## config.mk

```make
export PLATFORM = sky130hd
export DESIGN_NAME = mem_port_arbiter
export DESIGN_NICKNAME = d
export VERILOG_FILES = /design/src/rtl/mem_port_arbiter.sv
export SDC_FILE = /design/constraint.sdc
export NUM_CORES = 1
export LEC_CHECK = 0
export CAP_MARGIN = 5
export CORE_MARGIN = 3
export CORE_UTILIZATION = 37
export CTS_CLUSTER_DIAMETER = 200
export DETAILED_ROUTE_END_ITERATION = 8
export GPL_ROUTABILITY_DRIVEN = 1
export PLACE_DENSITY = 0.78
export SLEW_MARGIN = 20
export SYNTH_ARGS = -nofsm -noshare
export SYNTH_HDL_FRONTEND = slang
export SYNTH_SLANG_ARGS = --single-unit
```

## constraint.sdc

```tcl
create_clock -name clk -period 1.7 [get_ports clk]
set_input_delay 0.34 -clock clk [delete_from_list [all_inputs] [get_ports clk]]
set_output_delay 0.34 -clock clk [all_outputs]
set_load 0.01 [all_outputs]
```

## src/rtl/mem_port_arbiter.sv

```systemverilog
// -----------------------------------------------------------------------------
// mem_port_arbiter
//
// Shares one single-port memory between the instruction-fetch requester and
// the data (load/store) requester. One access is in flight at a time; the
// winner's address/we/wdata are latched onto the mem_* outputs, held for the
// whole access, and completion is reported with a one-cycle ack. A watchdog
// aborts an access after TIMEOUT access cycles without mem_ready, reporting
// the ack together with err and returning zero read data.
//
// Handshake: a requester raises req with stable address/data and holds it
// until its ack pulse; the ack cycle ends the transaction and req must be
// low by the edge that ends the ack cycle, otherwise it is a new request.
// The memory side completes an access by asserting mem_ready for one cycle
// while mem_en is high; mem_ready at any other time is ignored.
//
// Build option: define ARB_RR_EN for round-robin arbitration between the two
// requesters; without it, data requests win ties against fetches.
//
// Ports:
//   clk, rst_n                  clock, synchronous active-low reset
//   if_req/if_addr              fetch request and address
//   if_ack/if_rdata             fetch completion pulse and fetched word
//   d_req/d_we/d_addr/d_wdata   data request (we=1 store, 0 load)
//   d_ack/d_rdata               data completion pulse and load data
//   err                         pulses with the ack of a timed-out access
//   mem_en/mem_we/mem_addr/mem_wdata   memory command (registered)
//   mem_rdata/mem_ready         memory read data and completion
// -----------------------------------------------------------------------------
module mem_port_arbiter #(
    parameter int ADDR_W  = 10,
    parameter int DATA_W  = 32,
    parameter int TIMEOUT = 15
) (
    input  logic              clk,
    input  logic              rst_n,
    input  logic              if_req,
    input  logic [ADDR_W-1:0] if_addr,
    output logic              if_ack,
    output logic [DATA_W-1:0] if_rdata,
    input  logic              d_req,
    input  logic              d_we,
    input  logic [ADDR_W-1:0] d_addr,
    input  logic [DATA_W-1:0] d_wdata,
    output logic              d_ack,
    output logic [DATA_W-1:0] d_rdata,
    output logic              err,
    output logic              mem_en,
    output logic              mem_we,
    output logic [ADDR_W-1:0] mem_addr,
    output logic [DATA_W-1:0] mem_wdata,
    input  logic [DATA_W-1:0] mem_rdata,
    input  logic              mem_ready
);

    localparam logic [1:0] S_IDLE   = 2'd0;
    localparam logic [1:0] S_IF_ACC = 2'd1;
    localparam logic [1:0] S_D_ACC  = 2'd2;
    localparam logic [1:0] S_RESP   = 2'd3;

    // The counter only has to reach TIMEOUT-1: the last waiting cycle is
    // recognised by comparison rather than by counting past it.
    localparam int CNT_W = (TIMEOUT < 2) ? 1 : $clog2(TIMEOUT);
    localparam logic [CNT_W-1:0] CNT_LAST = CNT_W'(TIMEOUT - 1);

    logic [1:0]       state;
    logic [CNT_W-1:0] wd_cnt;
    logic             grant_d;

`ifdef ARB_RR_EN
    // 1 = fetch was granted last, so data wins the next tie.
    logic last_fetch;

    assign grant_d = d_req && (!if_req || last_fetch);

    always_ff @(posedge clk) begin
        if (!rst_n) begin
            last_fetch <= 1'b1;
        end else if (state == S_IDLE && (if_req || d_req)) begin
            last_fetch <= !grant_d;
        end
    end
`else
    // Data wins ties so the instruction already in flight can finish.
    assign grant_d = d_req;
`endif

    always_ff @(posedge clk) begin
        if (!rst_n) begin
            state     <= S_IDLE;
            wd_cnt    <= '0;
            if_ack    <= 1'b0;
            d_ack     <= 1'b0;
            err       <= 1'b0;
            mem_en    <= 1'b0;
            mem_we    <= 1'b0;
            mem_addr  <= '0;
            mem_wdata <= '0;
            if_rdata  <= '0;
            d_rdata   <= '0;
        end else begin
            if_ack <= 1'b0;
            d_ack  <= 1'b0;
            err    <= 1'b0;
            case (state)
                S_IDLE: begin
                    if (if_req || d_req) begin
                        mem_en <= 1'b1;
                        wd_cnt <= '0;
                        if (grant_d) begin
                            mem_addr  <= d_addr;
                            mem_we    <= d_we;
                            mem_wdata <= d_wdata;
                            state     <= S_D_ACC;
                        end else begin
                            mem_addr <= if_addr;
                            mem_we   <= 1'b0;
                            state    <= S_IF_ACC;
                        end
                    end
                end
                S_IF_ACC, S_D_ACC: begin
                    if (mem_ready) begin
                        mem_en <= 1'b0;
                        mem_we <= 1'b0;
                        state  <= S_RESP;
                        if (state == S_IF_ACC) begin
                            if_ack   <= 1'b1;
                            if_rdata <= mem_rdata;
                        end else begin
                            d_ack <= 1'b1;
                            // Stores leave the last load result visible.
                            if (!mem_we) d_rdata <= mem_rdata;
                        end
                    end else if (wd_cnt == CNT_LAST) begin
                        // Watchdog abort: ack with err, zero read data.
                        mem_en <= 1'b0;
                        mem_we <= 1'b0;
                        err    <= 1'b1;
                        state  <= S_RESP;
                        if (state == S_IF_ACC) begin
                            if_ack   <= 1'b1;
                            if_rdata <= '0;
                        end else begin
                            d_ack   <= 1'b1;
                            d_rdata <= '0;
                        end
                    end else begin
                        wd_cnt <= wd_cnt + CNT_W'(1);
                    end
                end
                S_RESP: begin
                    // Requests are ignored here; the requester drops req now.
                    state <= S_IDLE;
                end
                default: state <= S_IDLE;
            endcase
        end
    end

endmodule
```

==> impl_results.md, run 1 <==
- Distinct cells, synth: 34
- Sequential area share after synthesis: 55.1%
- Leak: 2.80 nW
- DP Area: 6590 um^2
- MaxCap Viol Count: 0
- Routed vias: 4332
- Routed WL: 13400 um
- Setup crit end: wd_cnt[2]
- Inserted Diodes: 0
- Top-Level Pins: 201
- Final setup viols: 0
- Worst r2r dst: wd_cnt[2]
- Area Overhead vs Synth: 72.0%
- First-iteration detailed-routing DRC count: 239
- Dominant synthesized flop cell: dfxtp_1
- Hold Crit Class: register to register
- Crit. End Element: register
- Vias per inst: 5.19
- Fin. Hold Viols: 0
- CTS tree: done
- Rows: 38
- Clock sink total: 117
- Hold path depth: 2
- Nets@finish: 775
- Share of layout cells above drive strength 1: 11.4%
- Worst-Margin Slew: 0.425 ns
- Worst Setup Slack, final: 0.0185 ns
- Reg2Reg Depth: 6
- Crit. Startpoint: wd_cnt[0]
- Initial DRT Pass Iterations: 4
- Die extent in x: 113 um
- Full die area: 12800 um^2
- Status: completed
- Reg-to-reg setup timing slack: 0.02 ns
- Die Ht: 113 um
- Final min period: 1.68 ns
- GPL Wtd Cong: 0.820
- Initial Util: 38.5%
- Deepest clock path buffer count: 2
- Root buffer cell: clkbuf_16
- H-tree level count: 4
- Crit-path slowest cell: or3_4
- DR WL/cell: 16.0 um
- Critical Path Stages: 6
- Port bufs: 200
- Congestion Overflow GR: 0
- Design area: 7310 um^2
- Layout Skew: 0.00813 ns
- Pre-CTS setup slack: -0.253 ns
- CP Launch Type: register
- Crit share post-route: 98.9%
- Peak VDD IR: 0.000842 V
- CP delay by family, top: simple AND/OR/NAND/NOR gates
- Crit path cell chain: inv_2 -> ha_4 -> a31o_4 -> or3_4 -> or3b_4 -> a21oi_2
- Syn avg cell area: 9.07 um^2
- Worst-Skew Late Latency: 0.40 ns
- Vias in the first global route: 4342
- PwrDens: 1560 nW/um^2
- Mapped Cells: 469
- CP Max Fanout: 2
- Data required, critical path: 2.04 ns
- Most frequent cells in the layout: 197 x clkdlybuf4s50_1, 115 x dfxtp_1, 102 x nand2_1, 69 x a21oi_1
- Synthesized flop and latch total: 117
- DRC Markers: 0
- Total Routing Usage GR: 20.5%
- Max Fclk: 0.595 GHz
- Global-route wire length before repair: 21400 um
- Post-synthesis cell area: 4250 um^2
- Clk slew on worst S/H paths: 0.05 ns
- Critical Path AT: 2.02 ns
- RR Startpoint: wd_cnt[0]
- Routed Antenna Nets: 0
- Slew HR: 71.5%
- Synth warn: 0
- Post-synthesis async set-or-reset flop share: 0%
- Largest net degree at the start of global routing: 34
- Initial antenna violation count: 0
- Critical Path Max Stage Delay: 0.38 ns
- Core area: 11000 um^2
- Setup CP Type: register to register
- Final Max Tran Viols: 0
- Post-synth EDFFs: 0
- Number of buffers created by CTS: 17
- Commonest non-fill, non-tap cell in the layout: clkdlybuf4s50_1
- Final Util: 66.3%
- Setup repair after global routing missed its margin: true
- Syn nets: 563
- Buf/Inv on CP: 1
- Placed wire-length estimate: 9770 um
==> Yosys cell counts (2+ instances only) <==
master,n,area (um^2)
a211o_1,2,17.5
a211oi_1,11,82.6
a21oi_1,69,345
a22o_1,32,280
a31oi_1,3,18.8
buf_1,6,22.5
clkbuf_1,33,124
dfxtp_1,117,2340
ha_1,4,50.1
inv_1,5,18.8
mux2i_1,11,110
nand2_1,102,383
nand3_1,3,15.0
nand4_1,32,200
nor2_1,17,63.8
nor4_1,2,12.5
o21a_1,2,15.0
o21ai_0,2,10.0
==> flip-flops by register name (all words and copies together), names as in the netlist <==
| register | count |
|---|---|
| d_ack | 1 |
| d_rdata | 32 |
| err | 1 |
| if_ack | 1 |
| if_rdata | 32 |
| mem_addr | 10 |
| mem_en | 1 |
| mem_wdata | 32 |
| mem_we | 1 |
| state | 2 |
| wd_cnt | 4 |
==> cells by family (layout without fill, tap and decap cells) <==
family | count (synthesis) | after routing | synth area share (%)
and+or+nand+nor | 163 | 163 | 17.3
AOI/OAI and AO/OA | 127 | 127 | 19.5
DFF | 117 | 117 | 55.1
adders and majority gates | 4 | 4 | 1.18
muxes | 11 | 11 | 2.59
buffers and inverters | 47 | 272 | 4.38
==> how the worst min path moves through the flow <==
stage               slack, ns           end    startpoint
floorplan                0.45     wd_cnt[0]     wd_cnt[0]
global placement         0.44  if_rdata[29]  if_rdata[29]
detailed placement       0.45  mem_wdata[3]  mem_wdata[3]
CTS                      0.45  mem_wdata[3]  mem_wdata[3]
global route             0.47  mem_wdata[3]  mem_wdata[3]
finish                   0.45  mem_wdata[2]  mem_wdata[2]
==> final cells by class <==
type / count / area (um^2)
flip-flops and latches: 117 / 2340
fillers: 867 / 3720
clock inverters: 9 / 195
multi-input cells: 305 / 1770
well taps: 140 / 175
clock buffers: 23 / 488
inverters: 5 / 18.8
repair buffers: 235 / 2320
==> through the flow <==
step	std cells	setup TNS [ns]	hold WS (ns)	power (mW)
6_report	834	0	0.452	11.4
3_5_place_dp	802	-10.42	0.447	7.29
5_1_grt	834	-0.0250	0.471	11.9
4_1_cts	834	0	0.455	11.5
2_1_floorplan	469	-0.375	0.449	5.33
3_3_place_gp	802	-6.35	0.438	7.16
==> layer usage <==
metal | wire length, um | track usage (%) | up-vias
li1 | - | - | 2081
met5 | 0 | 0 | -
met1 | 5280 | 23.6 | 2059
met3 | 959 | 5.94 | 21
met2 | 6860 | 35.5 | 171
met4 | 265 | 8.41 | 0
==> worst reg2reg max path: stages, from the launching register on <==
cell and delay [ns]:
dfxtp_2 0.33, inv_2 0.05, ha_4 0.15, a31o_4 0.21, or3_4 0.38, or3b_4 0.38
a21oi_2 0.12
==> report_power, final <==
part / internal, mW / switching [mW]
clock network: 2.90 / 1.19
logic: 1.89 / 1.85
registers: 3.27 / 0.289
==> timing repair <==
item / 4_1_cts / 5_1_grt
setup endpoints to repair: 2 / 4
resized for setup: 5 / 4
hold buffers: 0 / 0
buffers inserted: 0 / 0
Power figures use the tool's default switching activity.
==> run 2: changes to the inputs <==
--- a/config.mk
+++ b/config.mk
@@ -11,6 +11,7 @@
 export CTS_CLUSTER_DIAMETER = 200
 export DETAILED_ROUTE_END_ITERATION = 8
 export GPL_ROUTABILITY_DRIVEN = 1
+export GPL_TIMING_DRIVEN = 0
 export PLACE_DENSITY = 0.78
 export SLEW_MARGIN = 20
 export SYNTH_ARGS = -nofsm -noshare
==> constraint.sdc (replaced) <==
create_clock -name clk -period 1.5 [get_ports clk]
set_input_delay 0.3 -clock clk [delete_from_list [all_inputs] [get_ports clk]]
set_output_delay 0.3 -clock clk [all_outputs]
set_load 0.01 [all_outputs]
==> run 2 against run 1 <==
Against the previous run:
- sequential power rose by 13%
- highest routed layer unchanged
- the flow now finishes with violations (setup timing)
- largest cell class is now non-clock buffers
- register-to-register slack worse by 0.27 ns
- clock-buffer cell count fell by 3
- wire length rose by 14%
- power is 19% higher
- die area did not move
- largest power group is now combinational logic
==> impl_results.md, run 2 (same netlist as run 1, synthesis figures left out) <==
- Status: finished with violations
- Violated checks: setup timing
- Vias in the first global route: 4558 (+5.0%)
- Area of the multi-input gates: 1900 um^2 (+7.2%)
- Port bufs: 198 (-1.0%)
- Initial Util: 38.5% (unchanged)
- Placed wire-length estimate: 10100 um (+3.9%)
- Worst Setup Slack, final: -0.254 ns (-0.272 ns)
- Top-Level Pins: 201 (unchanged)
- Inserted Diodes: 0 (unchanged)
- Deepest clock path buffer count: 2 (unchanged)
- Buf/Inv on CP: 1 (unchanged)
- Global-route wire length before repair: 22300 um (+4.0%)
- Critical Path Max Stage Delay: 0.40 ns (+0.02 ns)
- Critical Path AT: 2.09 ns (+0.07 ns)
- Full die area: 12800 um^2 (unchanged)
- Congestion Overflow GR: 0 (unchanged)
- Crit-path slowest cell: or3_4
- Crit. End Element: register
- MaxCap Viol Count: 0 (unchanged)
- Finished Layout Cells: 868 (+4.1%)
- CTS tree: done
- Area Overhead vs Synth: 80.3%
- DR WL/cell: 17.6 um (+9.8%)
- Share of layout cells above drive strength 1: 18.4% (+7.0 points)
- Fin. Hold Viols: 0 (unchanged)
- # fillers: 879 (+1.4%)
- Slew HR: 62.5% (-9.1 points)
- Design area: 7670 um^2 (+4.9%)
- Post-CTS Hold Buffers: 0 (unchanged)
- Total Routing Usage GR: 21.4% (+0.94 points)
- Hold Crit Class: input port to register
- Critical Path Stages: 6 (unchanged)
- Pre-CTS setup slack: -0.595 ns (-0.341 ns)
- Clock sink total: 117 (unchanged)
- GRT busiest layer: met2
- CP delay by family, top: simple AND/OR/NAND/NOR gates
- Setup CP Type: register to register
- Initial DRT Pass Iterations: 6 (+2)
- First-iteration detailed-routing DRC count: 334 (+40%)
- Die Ht: 113 um (unchanged)
- Core area: 11000 um^2 (unchanged)
- Setup repair after global routing missed its margin: true
- Layout Skew: 0.00676 ns (-0.00137 ns)
- GPL Wtd Cong: 0.807 (-1.6%)
- Die extent in x: 113 um (unchanged)
- Routed WL: 15300 um (+14%)
- CP Launch Type: register
- Worst-Margin Slew: 0.563 ns (+0.138 ns)
- DP Area: 6500 um^2 (-1.4%)
- Met3 GRT Util: 7.86% (+1.9 points)
- H-tree level count: 4 (unchanged)
- Reg2Reg Depth: 6 (unchanged)
- GR Util met2: 37.7% (+2.2 points)
- Commonest non-fill, non-tap cell in the layout: dfxtp_1
- Final setup viols: 62 (+62)
- Most frequent cells in the layout: 112 x dfxtp_1, 111 x dlygate4sd2_1, 98 x nand2_1, 87 x clkdlybuf4s50_1, 61 x a21oi_1
- Root buffer cell: clkbuf_16
- Crit path cell chain: inv_4 -> ha_4 -> a31o_4 -> or3_4 -> or3b_4 -> a21oi_2
- Hold path depth: 3 (+1)
- Met1 Use GR: 24.4% (+0.75 points)
- Worst-Skew Late Latency: 0.40 ns (about the same)
- Largest regs: d_rdata: 32 flops, if_rdata: 32 flops, mem_wdata: 32 flops
- DRC Markers: 0 (unchanged)
- CP Max Fanout: 4 (+2)
- Crit share post-route: 117% (+18 points)
- Placed Cells incl. Taps: 807 (+0.62%)
- Nets@finish: 810 (+4.5%)
- Routed Antenna Nets: 0 (unchanged)
- Final min period: 1.75 ns (+0.0722 ns)
- Max Fclk: 0.570 GHz (-4.1%)
- PwrDens: 1770 nW/um^2 (+14%)
- Leak: 3.45 nW (+23%)
- Largest net degree at the start of global routing: 17 (-50%)
- Peak VDD IR: 0.00112 V (+33%)
- Vias per inst: 5.36 (+3.3%)
- Final Max Tran Viols: 0 (unchanged)
- Clk slew on worst S/H paths: 0.06 ns (about the same)
- Initial antenna violation count: 0 (unchanged)
- Rows: 38 (unchanged)
- Routed vias: 4656 (+7.5%)
- FF/Latch Area: 2350 um^2 (+0.16%)
- Number of buffers created by CTS: 17 (unchanged)
- Data required, critical path: 1.83 ns (-0.21 ns)
## run 2: cell types whose count changed in the layout (fill, tap and decap cells not counted), moves of 5 or more
cell	before	now
clkbuf_16	17	23
buf_6	0	13
a21oi_1	69	61
buf_8	0	9
clkbuf_1	2	7
a21oi_2	1	7
clkbuf_2	0	15
buf_4	31	11
clkdlybuf4s50_1	197	87
dlygate4sd2_1	1	111
## run 2: cell type report
cell class,instances,share of cell area [%]
plain buffers,38,4.21
clock buffers,20,5.96
clock inverters,11,1.97
inverters,5,0.408
multi-input cells,305,24.8
flip-flops and latches,117,30.6
well taps,140,2.28
repair buffers,232,29.8
## run 2: timing repair
| action | 4_1_cts | 5_1_grt |
|---|---|---|
| endpoints found under the setup margin | 224 | 106 |
| setup buffers | 7 | 18 |
| resized for setup | 137 | 101 |
| cloned | 0 | 9 |
| pin swaps | 6 | 66 |
## run 2: worst register-to-register path, stage by stage, from the launching register on
cell     delay (ns)
dfxtp_2        0.35
inv_4          0.04
ha_4           0.15
a31o_4         0.26
or3_4          0.40
or3b_4         0.38
a21oi_2        0.11
## run 2: routing by layer
metal	vias up	part of all wire, %
met5	-	0
met4	0	1.6
met3	28	8.3
met2	217	51
met1	2251	39
li1	2160	-
## run 2: final timing paths
path                  from            end  slack [ns]
max              wd_cnt[0]      wd_cnt[2]       -0.25
min              mem_ready   if_rdata[31]        0.21
min reg2reg  mem_wdata[30]  mem_wdata[30]        0.45
max reg2reg      wd_cnt[0]      wd_cnt[2]       -0.25
## run 2: where the power goes
| part | switching, mW | internal (mW) |
|---|---|---|
| logic | 2.59 | 2.87 |
| clock network | 1.41 | 2.70 |
| registers | 0.331 | 3.71 |
## run 2: stage by stage
step / hold WS, ns / util [%] / setup TNS, ns / power, mW
6_report: 0.206 / 69.5 / -4.56 / 13.6
5_1_grt: 0.199 / 69.5 / -9.06 / 14.2
4_1_cts: 0.185 / 64.4 / -12.66 / 12.1
3_5_place_dp: 0.444 / 58.9 / -48.11 / 8.09
3_3_place_gp: 0.439 / 58.9 / -48.36 / 7.96
2_1_floorplan: 0.426 / - / -3.05 / 6.18
==> run 3: changes to the inputs <==
--- a/config.mk
+++ b/config.mk
@@ -6,9 +6,8 @@
 export NUM_CORES = 1
 export LEC_CHECK = 0
 export CAP_MARGIN = 5
-export CORE_MARGIN = 3
 export CORE_UTILIZATION = 37
-export CTS_CLUSTER_DIAMETER = 200
+export CTS_CLUSTER_DIAMETER = 50
 export DETAILED_ROUTE_END_ITERATION = 8
 export GPL_ROUTABILITY_DRIVEN = 1
 export GPL_TIMING_DRIVEN = 0
==> run 3 against run 2 <==
Against the previous run:
- the run still ends with setup timing left
- cell area about the same
- sequential power about the same
- critical endpoint unchanged
- global-route usage grew 1.5 points
- highest routed layer unchanged
- largest cell class unchanged
- core utilization is 0.057 points higher
- sequential share of layout area about the same
- hold slack gained 0.0037 ns
==> impl_results.md, run 3 (same netlist as run 1, synthesis figures left out) <==
- Final Util: 69.6% (about the same)
- Status: finished with violations
- Area Overhead vs Synth: 80.5% (about the same)
- Data required, critical path: 1.84 ns (about the same)
- Routed WL: 14700 um (-4.0%)
- Layout Skew: 0.00806 ns (+0.00131 ns)
- Commonest non-fill, non-tap cell in the layout: dfxtp_1
- Routed Antenna Nets: 0 (unchanged)
- Largest regs: d_rdata: 32 flops, if_rdata: 32 flops, mem_wdata: 32 flops
- Clk slew on worst S/H paths: 0.06 ns (about the same)
- Final Max Tran Viols: 0 (unchanged)
- Sequential power share: 30.1% (+0.4 points)
- Crit-path slowest cell: or3_4
- H-tree level count: 4 (unchanged)
- Worst-Margin Slew: 0.541 ns (-0.0222 ns)
- Leak: 3.44 nW (-0.21%)
- CP Launch Type: register
- Vias in the first global route: 4437 (-2.7%)
- First-iteration detailed-routing DRC count: 257 (-23%)
- Critical Path AT: 2.10 ns (about the same)
- Core area: 11000 um^2 (unchanged)
- Combinational Power Share: 40.1% (about the same)
- Initial Util: 38.5% (unchanged)
- Congestion Overflow GR: 0 (unchanged)
- Placed wire-length estimate: 9630 um (-5.1%)
- Design area: 7670 um^2 (about the same)
- Crit. End Element: register
- Clock sink total: 117 (unchanged)
- Full die area: 11900 um^2 (-6.9%)
- Total Routing Usage GR: 22.9% (+1.5 points)
- Fin. Hold Viols: 0 (unchanged)
- Number of buffers created by CTS: 17 (unchanged)
- Inserted Diodes: 0 (unchanged)
- P_sw: 4.42 mW (+2.0%)
- Largest net degree at the start of global routing: 17 (unchanged)
- Clock Power Share: 29.8% (-0.4 points)
- Worst-Skew Late Latency: 0.41 ns (about the same)
- Most frequent cells in the layout: 113 x dfxtp_1, 111 x dlygate4sd2_1, 99 x nand2_1, 87 x clkdlybuf4s50_1, 55 x a21oi_1
- Post-CTS Hold Buffers: 0 (unchanged)
- Global-route wire length before repair: 21200 um (-5.0%)
- Cell Int Power: 8.99 mW (-3.1%)
- Peak VDD IR: 0.00142 V (+27%)
- Setup repair after global routing missed its margin: true
- DP Area: 6500 um^2 (unchanged)
- Slew HR: 63.9% (+1.5 points)
- Root buffer cell: clkbuf_16
- Violated checks: setup timing
- GPL Wtd Cong: 0.810 (+0.43%)
- Placed Cells incl. Taps: 807 (unchanged)
- CP delay by family, top: simple AND/OR/NAND/NOR gates
- CTS tree: done
- Final min period: 1.76 ns (+0.00265 ns)
- Crit path cell chain: inv_4 -> ha_4 -> a31o_4 -> or3_4 -> or3b_4 -> a21oi_2
- DRC Markers: 0 (unchanged)
- Top-Level Pins: 201 (unchanged)
- Buf/Inv on CP: 1 (unchanged)
- Routed vias: 4614 (-0.90%)
- Switching share of power: 33.0% (+1.1 points)
- Initial DRT Pass Iterations: 5 (-1)
- Finished Layout Cells: 876 (+0.92%)
- Rows: 38 (unchanged)
- Port bufs: 198 (unchanged)
- Hold Crit Class: input port to register
- PwrDens: 1750 nW/um^2 (-1.5%)
- Nets@finish: 817 (+0.86%)
- Setup TNS: -4.86 ns (-0.293 ns)
- DR WL/cell: 16.7 um (-4.9%)
- Share of layout cells above drive strength 1: 19.7% (+1.3 points)
- Vias per inst: 5.27 (-1.8%)
- Max Fclk: 0.569 GHz (-0.15%)
- CP Max Fanout: 5 (+1)
- Initial antenna violation count: 0 (unchanged)
- Die Ht: 109 um (-3.5%)
- Die extent in x: 109 um (-3.5%)
- Worst Setup Slack, final: -0.256 ns (-0.00265 ns)
- Crit share post-route: 117% (+0.18 points)
- Setup CP Type: register to register
- Critical Path Max Stage Delay: 0.40 ns (about the same)
- Deepest clock path buffer count: 2 (unchanged)
- Final setup viols: 42 (-32%)
- MaxCap Viol Count: 0 (unchanged)
run 3: cell count changes in the layout (fill, tap and decap cells not counted), moves of 2 or more:
cell	previous run	this run
clkinv_4	4	2
buf_8	9	5
clkinvlp_4	1	5
a21oi_2	7	14
nor2_2	3	0
buf_4	11	19
inv_6	1	3
a21oi_1	61	55
buf_6	13	21
buf_12	5	1
nor2_1	14	16
run 3: power groups by stage:
stage	Sequential (mW)	Clock [mW]	Combinational (mW)
final	4.03	4.00	5.38
after global routing	4.09	4.20	5.76
after CTS	4.01	4.04	4.45
after detailed placement	4.08	0	3.98
after global placement	4.06	0	3.89
after floorplan	4.31	0	1.87
run 3: worst reg2reg max path, cell delays in order, from the launching register on:
cell	delay (ns)
dfxtp_2	0.35
inv_4	0.05
ha_4	0.16
a31o_4	0.25
or3_4	0.40
or3b_4	0.38
a21oi_2	0.11
run 3: what timing repair did:
item | CTS | global route
endpoints found under the setup margin | 224 | 95
cloned | 2 | 9
setup buffers | 11 | 18
gates resized for setup | 163 | 77
pin swaps | 23 | 30
run 3: worst paths after layout:
path                 start             to  slack, ns  depth (start not counted)
max              wd_cnt[0]      wd_cnt[2]      -0.26                          6
min reg2reg  mem_wdata[16]  mem_wdata[16]       0.45                          2
min              mem_ready   if_rdata[30]       0.21                          3
max reg2reg      wd_cnt[0]      wd_cnt[2]      -0.26                          6
run 3: cell type report:
cell class / instances / area [um^2]
fillers: 876 / 3360
flip-flops and latches: 117 / 2350
repair buffers: 238 / 2280
multi-input cells: 305 / 1920
clock buffers: 18 / 439
plain buffers: 39 / 332
well taps: 140 / 175
clock inverters: 14 / 151
inverters: 5 / 31.3
run 3: stage by stage:
step           power (mW)  setup WS [ns]  hold WS [ns]
6_report             13.4         -0.256         0.209
5_1_grt              14.0         -0.292         0.209
4_1_cts              12.5         -0.270         0.181
3_5_place_dp         8.06         -0.587         0.442
3_3_place_gp         7.95         -0.597         0.439
2_1_floorplan        6.18         -0.208         0.426
run 3: per-layer routing:
layer / up-vias / part of all wire [%] / global-route usage [%] / routed length [um]
met5: - / 0 / 0 / 0
li1: 2172 / - / - / -
met3: 31 / 7.5 / 7.65 / 1090
met1: 2213 / 40 / 26.1 / 5900
met4: 0 / 2.2 / 8.48 / 328
met2: 198 / 50 / 39.5 / 7330
